### src/rtl/axis_effect_controller.sv
// axis_effect_controller: ramps gain/clip thresholds toward switch target, committed atomically per packet (CLIP_TOGGLE_EN selects toggle-mode clip button); ports clk/reset, sw/btn/frame_tick in, gain/thresh_hi/thresh_lo/clip_en/cfg_update/busy out
module axis_effect_controller #(
  parameter int          SWITCH_WIDTH    = 4,
  parameter int          DEBOUNCE_CYCLES = 1000000,
  parameter logic [23:0] RAMP_STEP       = 24'h010000,
  parameter logic [23:0] CLIP_LEVEL      = 24'h3C0000
) (
  input  logic                    clk,
  input  logic                    reset,
  input  logic [SWITCH_WIDTH-1:0] sw,
  input  logic                    btn,
  input  logic                    frame_tick,
  output logic [24:0]             gain,
  output logic [23:0]             thresh_hi,
  output logic [23:0]             thresh_lo,
  output logic                    clip_en,
  output logic                    cfg_update,
  output logic                    busy
);
  localparam int CW = $clog2(DEBOUNCE_CYCLES + 1);
  typedef enum logic {IDLE, RAMP} state_t;
  state_t state, state_n;
  logic [SWITCH_WIDTH-1:0] sw_m, sw_t, sw_s;
  logic [1:0] btn_sy;
  logic [CW-1:0] cnt;
  logic btn_db, clip_src, db_hit;
  logic p1, clip_r, land_r;
  logic [24:0] gn_r, target, gain_step;
  logic [25:0] up_sum;
  logic [23:0] th;
  logic accept;
  always_ff @(posedge clk) {sw_s, sw_t, sw_m} <= {sw_t, sw_m, sw};
  assign db_hit = (btn_sy[1] != btn_db) && (cnt == CW'(DEBOUNCE_CYCLES - 1));
  always_ff @(posedge clk) begin
    if (reset) begin
      btn_sy <= '0;
      cnt    <= '0;
      btn_db <= 1'b0;
    end else begin
      btn_sy <= {btn_sy[0], btn};
      cnt    <= (btn_sy[1] == btn_db || db_hit) ? '0 : cnt + 1'b1;
      if (db_hit) btn_db <= btn_sy[1];
    end
  end
`ifdef CLIP_TOGGLE_EN
  logic clip_state;
  always_ff @(posedge clk) begin
    if (reset) clip_state <= 1'b0;
    else if (db_hit && btn_sy[1]) clip_state <= !clip_state;
  end
  assign clip_src = clip_state;
`else
  assign clip_src = btn_db;
`endif
  assign target = &sw_s ? 25'h1000000 : 25'(sw_s) * 25'h111111;
  assign up_sum = {1'b0, gain} + {2'b0, RAMP_STEP};
  assign gain_step = (target > gain)
                   ? ((up_sum > {1'b0, target}) ? target : up_sum[24:0])
                   : ((gain - target <= {1'b0, RAMP_STEP}) ? target : gain - {1'b0, RAMP_STEP});
  // cfg_update marks the commit cycle, so it doubles as the second occupancy slot
  assign accept = frame_tick && !p1 && !cfg_update;
  assign th = 24'((49'(CLIP_LEVEL) * 49'(gn_r)) >> 24);
  always_ff @(posedge clk) begin
    if (reset) begin
      p1     <= 1'b0;
      gn_r   <= '0;
      clip_r <= 1'b0;
      land_r <= 1'b0;
    end else begin
      p1 <= accept;
      if (accept) begin
        gn_r   <= gain_step;
        clip_r <= clip_src;
        land_r <= gain_step == target;
      end
    end
  end
  always_ff @(posedge clk) begin
    if (reset) begin
      gain       <= '0;
      thresh_hi  <= '0;
      thresh_lo  <= '0;
      clip_en    <= 1'b0;
      cfg_update <= 1'b0;
    end else begin
      cfg_update <= p1;
      if (p1) begin
        gain      <= gn_r;
        thresh_hi <= th;
        thresh_lo <= ~th + 24'd1;
        clip_en   <= clip_r;
      end
    end
  end
  always_ff @(posedge clk) state <= reset ? IDLE : state_n;
  always_comb state_n = p1 ? (land_r ? IDLE : RAMP) : state;
  assign busy = state == RAMP;
endmodule

### config.mk
export PLATFORM = sky130hd
export DESIGN_NAME = axis_effect_controller
export DESIGN_NICKNAME = d
export VERILOG_FILES = /design/src/rtl/axis_effect_controller.sv
export SDC_FILE = /design/constraint.sdc
export NUM_CORES = 1
export LEC_CHECK = 0
export BUFFER_PORTS_ARGS = -buffer_cell sky130_fd_sc_hd__buf_2
export CORE_AREA = 2 2 133 187
export DETAILED_ROUTE_END_ITERATION = 10
export DIE_AREA = 0 0 135 189
export GPL_ROUTABILITY_DRIVEN = 0
export PLACE_DENSITY_LB_ADDON = 0.3
export SLEW_MARGIN = 15
export SYNTH_ARGS = -nofsm -noshare
export SYNTH_HDL_FRONTEND = slang
export SYNTH_SLANG_ARGS = --single-unit
### constraint.sdc
create_clock -name clk -period 10.2 [get_ports clk]
set_input_delay 0 -clock clk [delete_from_list [all_inputs] [get_ports clk]]
set_output_delay 0 -clock clk [all_outputs]
set_load 0.05 [all_outputs]
# Word level (Yosys, flattened, before mapping)

Cells that the tools add are included.

$add $sub $neg: 5
$mul: 2
Magnitude comparators: 3
Eq/ne operators: 4
Mux-type cells: 5
Bitwise operators: 1
Reductions and logical operators: 8

Operators with widths:

| operator               | count |
|---|---|
| $mux 25                | 4 |
| $mul 4x25->29 const A  | 1 |
| $add 25x17->26 const B | 1 |
| $gt 26x25->1           | 1 |
| $eq 25x25->1           | 1 |
| $gt 25x25->1           | 1 |
| $le 25x17->1 const B   | 1 |
| $mul 4x21->25 const B  | 1 |
| $sub 25x17->25 const B | 1 |
| $sub 25x25->25         | 1 |
| $add 24x1->24 const B  | 1 |
| $not 23->24            | 1 |
| $add 20x1->20 const B  | 1 |
| $eq 20x20->1 const B   | 1 |
| $reduce_and 4->1       | 1 |
| $logic_and 1x1->1      | 3 |
| $logic_not 1->1        | 2 |
| $reduce_or 2->1        | 1 |
| $eq 1x1->1             | 1 |
| $logic_or 1x1->1       | 1 |
| $mux 1                 | 1 |
| $ne 1x1->1             | 1 |

Bits in registers: 138
Input port bits: 8
Output and inout port bits: 76

# Longest topological paths before layout

Word-level depth: 7
Depth in mapped cells: 20
Mapped depth without buffers: 20

# Worst setup path before layout

OpenSTA, ideal clock, no wires.

Kind: register -> register
From: reg gn_r[0]
To: reg thresh_lo[22]
Setup time: 0.120 ns
Arrival time: 4.470 ns
Data required time: 10.080 ns
Path slack: 5.610 ns
Stages on the path, launching flop included: 20
Path buffers: 0
Cell sequence: dfxtp_1 > fa_1 > inv_1 > fa_1 > inv_1 > ha_1 > a21o_1 > a21o_1 > a21oi_1 > inv_1 > a21oi_1 > xor2_1 > ha_1 > o21ai_1 > or3_1 > a211oi_1 > nand4bb_1 > nor4_4 > nor3_1 > a211o_1

Cells in the longest elaborated chain, start to end: 3

RTL lines:

| item                   | line | source |
|---|---|---|
| start, declared        | 28   | `logic [24:0] gn_r, target, gain_step;` |
| start signal, assigned | 72   | `gn_r <= gain_step;` |
| $mul 4x25->29          | 62   | `assign th = 24'((49'(CLIP_LEVEL) * 49'(gn_r)) >> 24);` |
| $not 23->24            | 90   | `thresh_lo <= ~th + 24'd1;` |
| $add 24x1->24          | 90   |  |
| end signal, assigned   | 90   |  |
| end, declared          | 15   | `output logic [23:0] thresh_lo,` |

Every way passes these cells.
A chain may end at the register's enable or synchronous reset.

# Final worst setup path

From: reg sw_s[1]
To: reg gn_r[17]

Cells in the longest elaborated chain, start to end: 6
Elaborated cells between the ends (all ways): 10

RTL lines:

| item                                                     | line | source |
|---|---|---|
| start, declared                                          | 23   | `logic [SWITCH_WIDTH-1:0] sw_m, sw_t, sw_s;` |
| start signal, assigned                                   | 32   | `always_ff @(posedge clk) {sw_s, sw_t, sw_m} <= {sw_t, sw_m, sw};` |
| $mul 4x21->25 / $reduce_and 4->1 (equally long branches) | 55   | `assign target = &sw_s ? 25'h1000000 : 25'(sw_s) * 25'h111111;` |
| $mux 25 (*)                                              | 55   |  |
| $sub 25x25->25                                           | 59   | `: ((gain - target <= {1'b0, RAMP_STEP}) ? target : gain - {1'b0, RAMP_STEP});` |
| $le 25x17->1                                             | 59   |  |
| $mux 25                                                  | 59   |  |
| $mux 25 (*)                                              | 58   | `? ((up_sum > {1'b0, target}) ? target : up_sum[24:0])` |

Every way passes the cells marked *; elsewhere a longest branch is shown, timed or not.

==> results.json <==
{
  "post_cts_buffers": 0,
  "yosys_warnings": 0,
  "dp_hpwl_mm": 20.6,
  "diodes": 0,
  "setup.worst_path.start": "sw_s[1]$_DFF_P_",
  "finalWorstPathRequiredPeriod_ns": 5.38,
  "postLayoutCoreUtil_pct": 49.8,
  "p_per_area_nw_per_um2": 159,
  "routed_wl_mm": 27.3,
  "drt_iter0_drc": 585,
  "ys_types": 94,
  "io_pins": 84,
  "synth_xor_xnor_area_share_pct": 6.92,
  "slew_headroom_pct": 28.0,
  "drc": 0,
  "path_cells": "nand4_1, and2_1, inv_1, ha_1, o211ai_1, o211a_1, nor4b_1, o21ai_0, xor2_1, o31ai_1, nor4_1, and3_4, o21ai_2, nor2_1, a2111oi_0, nor3_1",
  "fin_crit_sh_pct": 52.8,
  "status": "complete, no violations",
  "crit_path_max_fanout": 24,
  "synth.avg_cell_area_sq_um": 8.51,
  "syn-num-nets": 1375,
  "critical_path.max_stage_delay_ns": 0.73,
  "firstDrtPassIters": 5,
  "hold_viol_final": 0,
  "rows": 67,
  "p_total_mw": 1.88,
  "grt-ovfl-total": 0,
  "r2r_slack_ns": 4.82,
  "die_area_sq_um": 25500,
  "die-width_microns": 135,
  "mostFrequentLayoutCell": "nor2_1",
  "first_global_vias": 9017,
  "synth-edff-count": 0,
  "grt_pass1_wl_mm": 44.7,
  "worstHoldPathCells": 4,
  "netlist.top_cell.by_area": "dfxtp_1",
  "cts_tree": "yes",
  "synth_top_family_by_area": "simple AND/OR/NAND/NOR gates",
  "grt_start_max_net_pins": 74,
  "postSynth.asyncResetShare_pct": 0,
  "synth_mux_area_share_pct": 5.39,
  "endpoint_kind": "register",
  "crit_path_top_delay_cell": "o21ai_2",
  "r2r_start": "sw_s[1]$_DFF_P_",
  "cts-root-buf": "clkbuf_16",
  "rsz0062_at_grt": "no",
  "antenna_found_initial": 0,
  "critPathRequiredTime_ns": 10.48,
  "core_area_sq_um": 23800,
  "chipHeight_microns": 189,
  "cap_violations": 0,
  "synthFlopType": "dfxtp_1",
  "h-tree-depth": 4,
  "synth_seq_area_share_pct": 25.8,
  "synth_compound_area_share_pct": 18.3,
  "crit_path_start_kind": "register",
  "critical_path_class": "register to register",
  "fin_setup_tns_ns": 0,
  "path_clk_slew_ns": 0.06,
  "reg2reg_depth": 16,
  "drive_gt1_share_pct": 12.0,
  "post_drt_wl_per_cell_microns": 16.8,
  "ant_nets": 0,
  "p_leak_nw": 5.08,
  "cts_buffer_depth": 2,
  "nets": 1427,
  "hold_path.class": "input port to register",
  "endpoint": "gn_r[17]$_SDFFE_PP0P_",
  "ys_top_cells_by_area": "dfxtp_1 (26%), fa_1 (8.9%), ha_1 (8.4%)",
  "synth_adder_area_share_pct": 17.2,
  "tightest_slew_ns": 1.08,
  "slew_violations": 0,
  "fin_skew_ns": 0.0109,
  "finalSetupViolCount": 0,
  "cts_made_buffers": 17,
  "ir_drop_mv": 0.112,
  "area_growth_pct": 11.6,
  "yosysTopAreaCellShare_pct": 25.8,
  "reg2reg_to": "gn_r[17]$_SDFFE_PP0P_",
  "ys_ff_latch": 137,
  "via_per_inst": 5.72,
  "clock-sinks": 137,
  "fmax_mhz": 186,
  "syn_inst": 1249,
  "synth-simple-area-share_pct": 21.9,
  "start_util_pct": 44.6,
  "clk_latency_ns": 0.42,
  "most-common-layout-cells": "nor2_1 (181), dfxtp_1 (136), buf_2 (81)",
  "crit_arrival_ns": 5.66,
  "portBuffers": 82,
  "num_vias": 9282,
  "track_usage_pct": 21.5,
  "syn_area_sq_um": 10600
}
-- worst min path at each step --
stage,end,slack [ns],start
finish,p1$_SDFF_PP0_,0.18,frame_tick
floorplan,sw_m[0]$_DFF_P_,0.03,sw[0]
detailed placement,sw_m[1]$_DFF_P_,0.10,sw[1]
global placement,sw_m[2]$_DFF_P_,0.10,sw[2]
global route,sw_m[2]$_DFF_P_,0.21,sw[2]
CTS,clip_r$_SDFFE_PP0P_,0.17,frame_tick
-- report_power, final --
group          leakage [nW]  internal, mW  switching [mW]  total [mW]
Sequential             1.12         0.568          0.0372       0.605
Combinational          3.67         0.234           0.400       0.634
Clock                 0.293         0.402           0.242       0.644
-- stage by stage --
stage | std cells | hold slack (ns) | worst slack [ns] | cell area, sq um
final | 1624 | 0.178 | 4.82 | 11900
after global routing | 1624 | 0.209 | 4.43 | 11900
after CTS | 1624 | 0.170 | 4.90 | 11900
after detailed placement | 1585 | 0.104 | 4.92 | 11200
after global placement | 1585 | 0.103 | 5.06 | 11200
after floorplan | 1249 | 0.0277 | 5.61 | 10600
-- critical path: cells and delay by family, from the launching register on --
family,cells,cell delay (ns)
xor gates and xnor gates,1,0.18
and+or+nand+nor,7,1.87
buffers and inverters,1,0.47
adders and majority gates,1,0.30
AOI/OAI and AO/OA,6,2.02
DFF,1,0.38
-- kinds of logic (layout without fill, tap and decap cells) --
logic type | count (synthesis) | in the layout
simple gates | 476 | 476
compound gates | 270 | 270
flops | 137 | 137
fa+ha+maj | 118 | 118
buf+inv | 106 | 171
xor+xnor | 84 | 84
mux | 57 | 57
other cells | 1 | 1
-- sequential cells by signal (all words and copies together) (netlist names), 2 cells and up --
register,count
gain,25
gn_r,25
thresh_lo,24
thresh_hi,22
cnt,20
sw_m,4
sw_s,4
sw_t,4
btn_sy,2
-- routing by layer --
| metal | GRT usage [%] | share of wire, % | up-vias |
|---|---|---|---|
| met5 | 0 | 0 | - |
| met4 | 9.82 | 3.5 | 0 |
| met3 | 2.86 | 3.3 | 71 |
| met2 | 37.7 | 50 | 242 |
| met1 | 26.0 | 43 | 4392 |
| li1 | - | - | 4577 |
-- synthesized netlist by cell type, drive strengths merged, types with 39 or more instances --
master,n
nand2,73
fa,47
o21ai,39
mux2i,55
nor2,182
ha,71
a21oi,71
nor3,43
a211oi,39
inv,45
dfxtp,137
nand3,51
xnor2,46
-- timing repair --
action	in CTS	in global routing
hold buffers	7	0
hold endpoints to repair	32	0
endpoints found under the setup margin	0	0
gates resized for setup	0	0
-- final cells by class --
type | count | area, sq um
Clock inverter | 12 | 165
Sequential cell | 137 | 2750
Tap cell | 310 | 388
Inverter | 46 | 173
Multi-Input combinational cell | 1006 | 7420
Timing Repair Buffer | 93 | 513
Fill cell | 2317 | 11900
Clock buffer | 20 | 458
No activity file was read; power rests on OpenSTA's default activity.
